File: config.mk
export PLATFORM = sky130hd
export DESIGN_NAME = usb_utm_tx
export DESIGN_NICKNAME = d
export VERILOG_FILES = /design/src/rtl/usb_utmi_pkg.sv /design/src/rtl/usb_utm_tx_line.sv /design/src/rtl/usb_utm_tx.sv
export SDC_FILE = /design/constraint.sdc
export NUM_CORES = 1
export LEC_CHECK = 0
export CAP_MARGIN = 25
export CORE_ASPECT_RATIO = 0.9
export CORE_MARGIN = 3
export CORE_UTILIZATION = 30
export CTS_BUF_LIST = sky130_fd_sc_hd__clkbuf_4
export CTS_CLUSTER_DIAMETER = 60
export DETAILED_ROUTE_END_ITERATION = 16
export PLACE_DENSITY = 0.47
export SETUP_SLACK_MARGIN = 0.2
export SKIP_LAST_GASP = 1
export SLEW_MARGIN = 10
export SYNTH_ARGS = -nofsm -noshare
export SYNTH_HDL_FRONTEND = slang
export SYNTH_SLANG_ARGS = --single-unit
File: constraint.sdc
create_clock -name clk -period 2.3 [get_ports clk]
set_input_delay 0.69 -clock clk [delete_from_list [all_inputs] [get_ports clk]]
set_output_delay 0.69 -clock clk [all_outputs]
set_load 0.02 [all_outputs]
File: src/rtl/usb_utmi_pkg.sv
// Shared UTMI types and constants for the FS macrocell (transmit and receive paths).
package usb_utmi_pkg;

  typedef logic [7:0] bus8_t;

  // SYNC sent LSB first: seven 0s then a 1, giving KJKJKJKK on the line from idle J
  localparam bus8_t       USB_SYNC_PATTERN = 8'h80;
  localparam int unsigned USB_STUFF_BITS_N = 6;
  localparam int unsigned USB_EOP_SE0_BITS = 2;

  // bit0 = D+, bit1 = D-
  typedef enum logic [1:0] {
    LS_SE0 = 2'b00,
    LS_J   = 2'b01,
    LS_K   = 2'b10,
    LS_SE1 = 2'b11
  } utmi_line_state_t;

  typedef enum logic [1:0] {
    TX_WAIT_S,
    SEND_SYNC_S,
    SEND_DATA_S,
    SEND_EOP_S
  } utmi_tx_state_t;

  // Command to the line driver, applied on a bit update
  typedef enum logic [1:0] {
    LINE_NRZI,
    LINE_SE0,
    LINE_J,
    LINE_IDLE
  } utmi_tx_line_cmd_t;

endpackage

File: src/rtl/usb_utm_tx_line.sv
// NRZI encoder and line-state to D+/D-/OE mapping for the UTM transmit path.
module usb_utm_tx_line
  import usb_utmi_pkg::*;
(
  input  logic              clk,
  input  logic              rst,
  input  logic              bit_strobe,
  input  logic              bit_val,
  input  utmi_tx_line_cmd_t cmd,
  output logic              dp_tx,
  output logic              dn_tx,
  output logic              tx_oe
);

  utmi_line_state_t level_q;
  utmi_line_state_t drive_q;
  utmi_line_state_t level_tgl;
  logic             oe_q;

  assign level_tgl = (level_q == LS_J) ? LS_K : LS_J;

  // Update NRZI level and driven line state on each bit boundary
  always_ff @(posedge clk or posedge rst) begin
    if (rst) begin
      level_q <= LS_J;
      drive_q <= LS_J;
      oe_q    <= 1'b0;
    end else if (bit_strobe) begin
      case (cmd)
        LINE_NRZI: begin
          level_q <= bit_val ? level_q : level_tgl;
          drive_q <= bit_val ? level_q : level_tgl;
          oe_q    <= 1'b1;
        end
        LINE_SE0: begin
          drive_q <= LS_SE0;
          oe_q    <= 1'b1;
        end
        LINE_J: begin
          level_q <= LS_J;
          drive_q <= LS_J;
          oe_q    <= 1'b1;
        end
        LINE_IDLE: begin
          level_q <= LS_J;
          drive_q <= LS_J;
          oe_q    <= 1'b0;
        end
      endcase
    end
  end

  assign dp_tx = drive_q[0];
  assign dn_tx = drive_q[1];
  assign tx_oe = oe_q;

endmodule

File: src/rtl/usb_utm_tx.sv
// UTMI FS transmit path: SYNC, bit stuffing, NRZI and EOP onto D+/D-.
// Optional abort input enabled by defining USB_UTM_TX_ABORT_EN.
module usb_utm_tx
  import usb_utmi_pkg::*;
#(
  parameter int CLK_PER_BIT = 4
) (
  input  logic       clk,
  input  logic       rst,
  input  logic [7:0] data_in,
  input  logic       tx_valid,
`ifdef USB_UTM_TX_ABORT_EN
  input  logic       tx_abort,
`endif
  output logic       tx_ready,
  output logic       dp_tx,
  output logic       dn_tx,
  output logic       tx_oe,
  output logic       tx_active
);

  localparam int PW = $clog2(CLK_PER_BIT);
  localparam logic [2:0] ABORT_LAST = 3'd6;  // 7 held-level bits on abort

  utmi_tx_state_t    state_q, state_d;
  logic [PW-1:0]     phase_q;
  logic [2:0]        bit_cnt_q, bit_cnt_d;
  bus8_t             shift_q, shift_d;
  logic [2:0]        ones_q, ones_d;
  logic              abort_q, abort_d;
  logic              abort_req;
  logic              strobe;
  logic              stuff_due;
  logic              line_upd;
  logic              line_bit;
  utmi_tx_line_cmd_t line_cmd;

  assign strobe    = (phase_q == PW'(CLK_PER_BIT - 1));
  assign stuff_due = (ones_q == 3'(USB_STUFF_BITS_N));
  assign tx_active = (state_q != TX_WAIT_S);

`ifdef USB_UTM_TX_ABORT_EN
  assign abort_req = tx_abort && !abort_q && (state_q == SEND_DATA_S);
`else
  assign abort_req = 1'b0;
`endif

  // Bit-phase counter, parked at zero while idle
  always_ff @(posedge clk or posedge rst) begin
    if (rst)                       phase_q <= '0;
    else if (state_q == TX_WAIT_S) phase_q <= '0;
    else if (strobe)               phase_q <= '0;
    else                           phase_q <= phase_q + PW'(1);
  end

  // State and datapath registers
  always_ff @(posedge clk or posedge rst) begin
    if (rst) begin
      state_q   <= TX_WAIT_S;
      bit_cnt_q <= '0;
      shift_q   <= '0;
      ones_q    <= '0;
      abort_q   <= 1'b0;
    end else begin
      state_q   <= state_d;
      bit_cnt_q <= bit_cnt_d;
      shift_q   <= shift_d;
      ones_q    <= ones_d;
      abort_q   <= abort_d;
    end
  end

  // Next state: bit_cnt indexes the last SYNC/data/abort/EOP bit put on the line;
  // a stuff bit leaves bit_cnt and the shifter untouched, so the byte-load check
  // naturally waits until the stuff bit has gone out.
  always_comb begin
    state_d   = state_q;
    bit_cnt_d = bit_cnt_q;
    shift_d   = shift_q;
    ones_d    = ones_q;
    abort_d   = abort_q;
    case (state_q)
      TX_WAIT_S: begin
        if (tx_valid) begin
          state_d   = SEND_SYNC_S;
          bit_cnt_d = '0;
          ones_d    = '0;
        end
      end
      SEND_SYNC_S, SEND_DATA_S: begin
        if (strobe) begin
          if (abort_q) begin
            if (bit_cnt_q == ABORT_LAST) begin
              state_d   = SEND_EOP_S;
              bit_cnt_d = '0;
              abort_d   = 1'b0;
            end else begin
              bit_cnt_d = bit_cnt_q + 3'd1;
            end
          end else if (abort_req) begin
            abort_d   = 1'b1;
            bit_cnt_d = '0;
            ones_d    = '0;
          end else if (stuff_due) begin
            ones_d = '0;
          end else if (bit_cnt_q != 3'd7) begin
            bit_cnt_d = bit_cnt_q + 3'd1;
            if (state_q == SEND_DATA_S) begin
              shift_d = shift_q >> 1;
              ones_d  = shift_q[1] ? ones_q + 3'd1 : '0;
            end
          end else if (tx_valid) begin
            state_d   = SEND_DATA_S;
            bit_cnt_d = '0;
            shift_d   = data_in;
            ones_d    = data_in[0] ? ones_q + 3'd1 : '0;
          end else begin
            state_d   = SEND_EOP_S;
            bit_cnt_d = '0;
            ones_d    = '0;
          end
        end
      end
      SEND_EOP_S: begin
        if (strobe) begin
          if (bit_cnt_q == 3'(USB_EOP_SE0_BITS)) begin
            state_d   = TX_WAIT_S;
            bit_cnt_d = '0;
            ones_d    = '0;
          end else begin
            bit_cnt_d = bit_cnt_q + 3'd1;
          end
        end
      end
    endcase
  end

  // Outputs: line command for the next bit and the tx_ready handshake
  always_comb begin
    line_upd = 1'b0;
    line_bit = 1'b1;
    line_cmd = LINE_NRZI;
    tx_ready = 1'b0;
    case (state_q)
      TX_WAIT_S: begin
        if (tx_valid) begin
          line_upd = 1'b1;
          line_bit = USB_SYNC_PATTERN[0];
        end
      end
      SEND_SYNC_S, SEND_DATA_S: begin
        if (strobe) begin
          line_upd = 1'b1;
          if (abort_q) begin
            if (bit_cnt_q == ABORT_LAST) line_cmd = LINE_SE0;
          end else if (abort_req) begin
            line_bit = 1'b1;
          end else if (stuff_due) begin
            line_bit = 1'b0;
          end else if (bit_cnt_q != 3'd7) begin
            line_bit = (state_q == SEND_SYNC_S) ? USB_SYNC_PATTERN[bit_cnt_q + 3'd1]
                                                : shift_q[1];
          end else if (tx_valid) begin
            line_bit = data_in[0];
            tx_ready = 1'b1;
          end else begin
            line_cmd = LINE_SE0;
          end
        end
      end
      SEND_EOP_S: begin
        if (strobe) begin
          line_upd = 1'b1;
          if (bit_cnt_q < 3'(USB_EOP_SE0_BITS - 1))       line_cmd = LINE_SE0;
          else if (bit_cnt_q == 3'(USB_EOP_SE0_BITS - 1)) line_cmd = LINE_J;
          else                                            line_cmd = LINE_IDLE;
        end
      end
    endcase
  end

  usb_utm_tx_line u_line (
    .clk        (clk),
    .rst        (rst),
    .bit_strobe (line_upd),
    .bit_val    (line_bit),
    .cmd        (line_cmd),
    .dp_tx      (dp_tx),
    .dn_tx      (dn_tx),
    .tx_oe      (tx_oe)
  );

endmodule
==> results of run 1 <==
[cell usage in the layout, fill, tap and decap left out, types with 2 or more instances in the layout]
| master | instances |
|---|---|
| a21o_1 | 2 |
| a21oi_1 | 6 |
| a221oi_2 | 2 |
| a22o_1 | 2 |
| buf_4 | 25 |
| buf_6 | 3 |
| clkbuf_4 | 3 |
| clkdlybuf4s50_1 | 11 |
| dfrtp_1 | 21 |
| dfstp_2 | 2 |
| dlygate4sd2_1 | 3 |
| ha_1 | 8 |
| ha_2 | 2 |
| ha_4 | 3 |
| inv_1 | 7 |
| inv_2 | 4 |
| mux2_2 | 3 |
| mux2i_1 | 10 |
| nand2_1 | 17 |
| nand2b_1 | 3 |
| nand3b_1 | 3 |
| nand4_1 | 2 |
| nor2_1 | 8 |
| nor2_2 | 2 |
| nor2b_1 | 4 |
| o21ai_0 | 13 |
| o21ai_1 | 4 |
| o21ai_2 | 2 |
| o31a_1 | 2 |
| o31ai_1 | 3 |
[power by group]
| group | switching (µW) | internal, µW | leakage (µW) |
|---|---|---|---|
| combinational | 797 | 723 | 0.000549 |
| sequential | 50.8 | 516 | 0.000296 |
| clock | 142 | 66.5 | 0.0000139 |
| total | 990 | 1310 | 0.000859 |
[layer usage]
layer | vias to the layer above | routed length, µm | share of wire
li1 | 655 | - | -
met5 | - | 0 | 0
met1 | 632 | 1679 | 0.46
met2 | 38 | 1759 | 0.48
met4 | 0 | 22 | 0.0060
met3 | 2 | 186 | 0.051
[synthesized netlist by cell type (2+ instances only)]
cell      instances
o21ai_1           2
nand4_1           2
nand2b_1          3
mux2_2            3
a31oi_1           2
mux2i_1          10
buf_2             4
dfrtp_1          21
dfstp_2           2
inv_2             2
ha_1             13
inv_1             9
nand2_1          18
o31a_1            2
nor2_1           10
a21o_1            2
nand3b_1          3
buf_6             2
o31ai_1           3
nor2b_1           4
o21ai_0          16
a22o_1            2
a21oi_1           7
[logic make-up after synthesis]
kind of cell	count (synthesis)	share of synthesized area
and+or+nand+nor	49	0.1671
AOI/OAI and AO/OA	46	0.1982
DFF	23	0.3784
buffers and inverters	19	0.06224
muxes	13	0.08763
adders and majority gates	13	0.1065
[critical path, cell delays in order (launching register included)]
cell and delay [ns]:
dfrtp_1 0.38, inv_1 0.05, ha_1 0.21, nand2_2 0.09, nand4_1 0.16, nor2_2 0.15, buf_6 0.13
[through the flow]
step / util / setup TNS, ns / setup slack [ns]
2_1_floorplan: - / 0 / 0.2315
3_3_place_gp: 0.4014 / -0.9259 / -0.3806
3_5_place_dp: 0.4014 / -1.175 / -0.3599
4_1_cts: 0.4121 / 0 / 0.04310
5_1_grt: 0.4345 / 0 / 0.02085
6_report: 0.4345 / 0 / 0.1170
[state kept, by name, indices dropped and copies added, names as in the netlist]
| signal | cells |
|---|---|
| u_line.drive_q | 2 |
| state_q | 2 |
| abort_q | 1 |
| bit_cnt_q | 3 |
| shift_q | 7 |
| u_line.tx_oe | 1 |
| ones_q | 3 |
| phase_q | 2 |
| u_line.level_q | 2 |
[timing repair]
action / in CTS / in global routing
setup buffers: 0 / 4
gates resized for setup: 13 / 21
pin swaps: 3 / 6
endpoints found under the setup margin: 9 / 11
[cell type report]
type	instances	area (µm²)
Inverter	11	41.29
Multi-Input combinational cell	121	953.4
Fill cell	457	2653
Clock inverter	1	7.507
Timing Repair Buffer	42	357.8
Clock buffer	3	22.52
Sequential cell	23	578.1
Tap cell	62	77.57
[worst paths after layout]
kind                                   start                 to  slack, ns
worst max-delay path               ones_q[0]           tx_ready       0.12
worst min-delay path              shift_q[6]         shift_q[6]       0.50
worst max register to register  bit_cnt_q[0]  u_line.level_q[1]       0.29
worst min register to register    shift_q[6]         shift_q[6]       0.50
max in group asynchronous                rst  u_line.drive_q[0]       1.31
min in group asynchronous                rst         state_q[1]       0.69
==> impl_metrics.json, run 1 <==
{
  "via_per_inst": 5.046,
  "required_ns": 1.61,
  "netlist_instances": 163,
  "critPathLaunchType": "flip-flop",
  "dr_total_vias": 1327,
  "gp_congestion": 0.8504,
  "ys_ff_latch": 23,
  "final_area_um2": 2038,
  "post-route-period-util": 0.9491,
  "cellLeakagePower_uw": 0.0008589,
  "hold_slack_ns": 0.5032,
  "postSynthAreaPerCell_um2": 9.372,
  "grt_pass1_vias": 1307,
  "ctsHoldBuffers": 0,
  "fin_skew_ns": 0.009772,
  "synthFlopType": "dfrtp_1",
  "clkLatencyLatePin_ns": 0.33,
  "drt.antenna.violating_nets": 0,
  "drv_slew": 0,
  "clock_path_buffers": 2,
  "grt_pass1_wl_um": 6327,
  "synth_seq_area_share": 0.3784,
  "area_growth_syn_to_layout_pct": 33.41,
  "n_antenna_cell": 0,
  "io_pins": 16,
  "fin_cells": 263,
  "antenna_found_initial": 0,
  "place_inst": 255,
  "cp.arrival_ns": 1.49,
  "critPathKind": "reg2out",
  "dp_hpwl_um": 2802,
  "grt_setup_unrepaired": "true",
  "clk_pin_slew_ns": 0.14,
  "drt-total-wl_um": 3647,
  "cts_tree": "yes",
  "drtIter0Drc": 103,
  "globalRouteOverflowTotal": 0,
  "max_freq_mhz": 458.1,
  "die_area_um2": 5986,
  "finalPower_uw": 2295,
  "dpl_cell_area_um2": 1883,
  "synth.distinct_cells": 44,
  "p_per_area_nw_per_um2": 1126,
  "rows": 23,
  "min_path_type": "reg2reg",
  "async_reset_ff_frac": 1.000,
  "drive_gt1_frac": 0.3085,
  "io_buffers": 15,
  "core_area_um2": 4691,
  "root_buffer": "clkbuf_4",
  "netlist_area_um2": 1528,
  "grt.busiest_layer": "met2",
  "grt_max_degree": 24,
  "crit_path_max_fanout": 2,
  "grt_usage": 0.1361,
  "status": "finished, final reports clean",
  "endpoint_kind": "output port",
  "ys_warn_count": 0,
  "cap_violations": 0,
  "drc": 0,
  "use_met1": 0.1805,
  "vdd_drop_max_uv": 446.5,
  "wire_per_inst_um": 13.87,
  "syn_nets": 187,
  "yosys-top-cells-area": "dfrtp_1 (34%), ha_1 (11%), mux2i_1 (6.6%)",
  "fin_nets": 226,
  "cts_num_sinks": 23,
  "slew_headroom": 0.7298,
  "synth_area_leader_cell": "dfrtp_1",
  "setup_viol": 0,
  "first_pass_iters": 4,
  "htreeDepth": 1,
  "reg2reg_depth": 7,
  "synth_edf_count": 0,
  "netlist.area_leader.share": 0.3440,
  "numCtsBuffers": 3,
  "initial_core_util": 0.3257,
  "grt_util_met2": 0.2279,
  "finalCriticalPeriod_ns": 2.183,
  "holdPathStages": 2,
  "final_hold_viol_count": 0,
  "die_w_um": 81.22,
  "grt_use_met3": 0.03309,
  "tightest_slew_ns": 0.4025,
  "die_height_um": 73.70
}
Power figures use the tool's default switching activity.
==> run 2, diff against run 1 <==
--- a/config.mk
+++ b/config.mk
@@ -5,13 +5,14 @@
 export SDC_FILE = /design/constraint.sdc
 export NUM_CORES = 1
 export LEC_CHECK = 0
-export CAP_MARGIN = 25
+export CAP_MARGIN = 30
 export CORE_ASPECT_RATIO = 0.9
 export CORE_MARGIN = 3
 export CORE_UTILIZATION = 30
 export CTS_BUF_LIST = sky130_fd_sc_hd__clkbuf_4
 export CTS_CLUSTER_DIAMETER = 60
 export DETAILED_ROUTE_END_ITERATION = 16
+export HOLD_SLACK_MARGIN = 0.06
 export PLACE_DENSITY = 0.47
 export SETUP_SLACK_MARGIN = 0.2
 export SKIP_LAST_GASP = 1
==> results of run 2 <==
Final layout, timing and power as in run 1 (identical DEF).
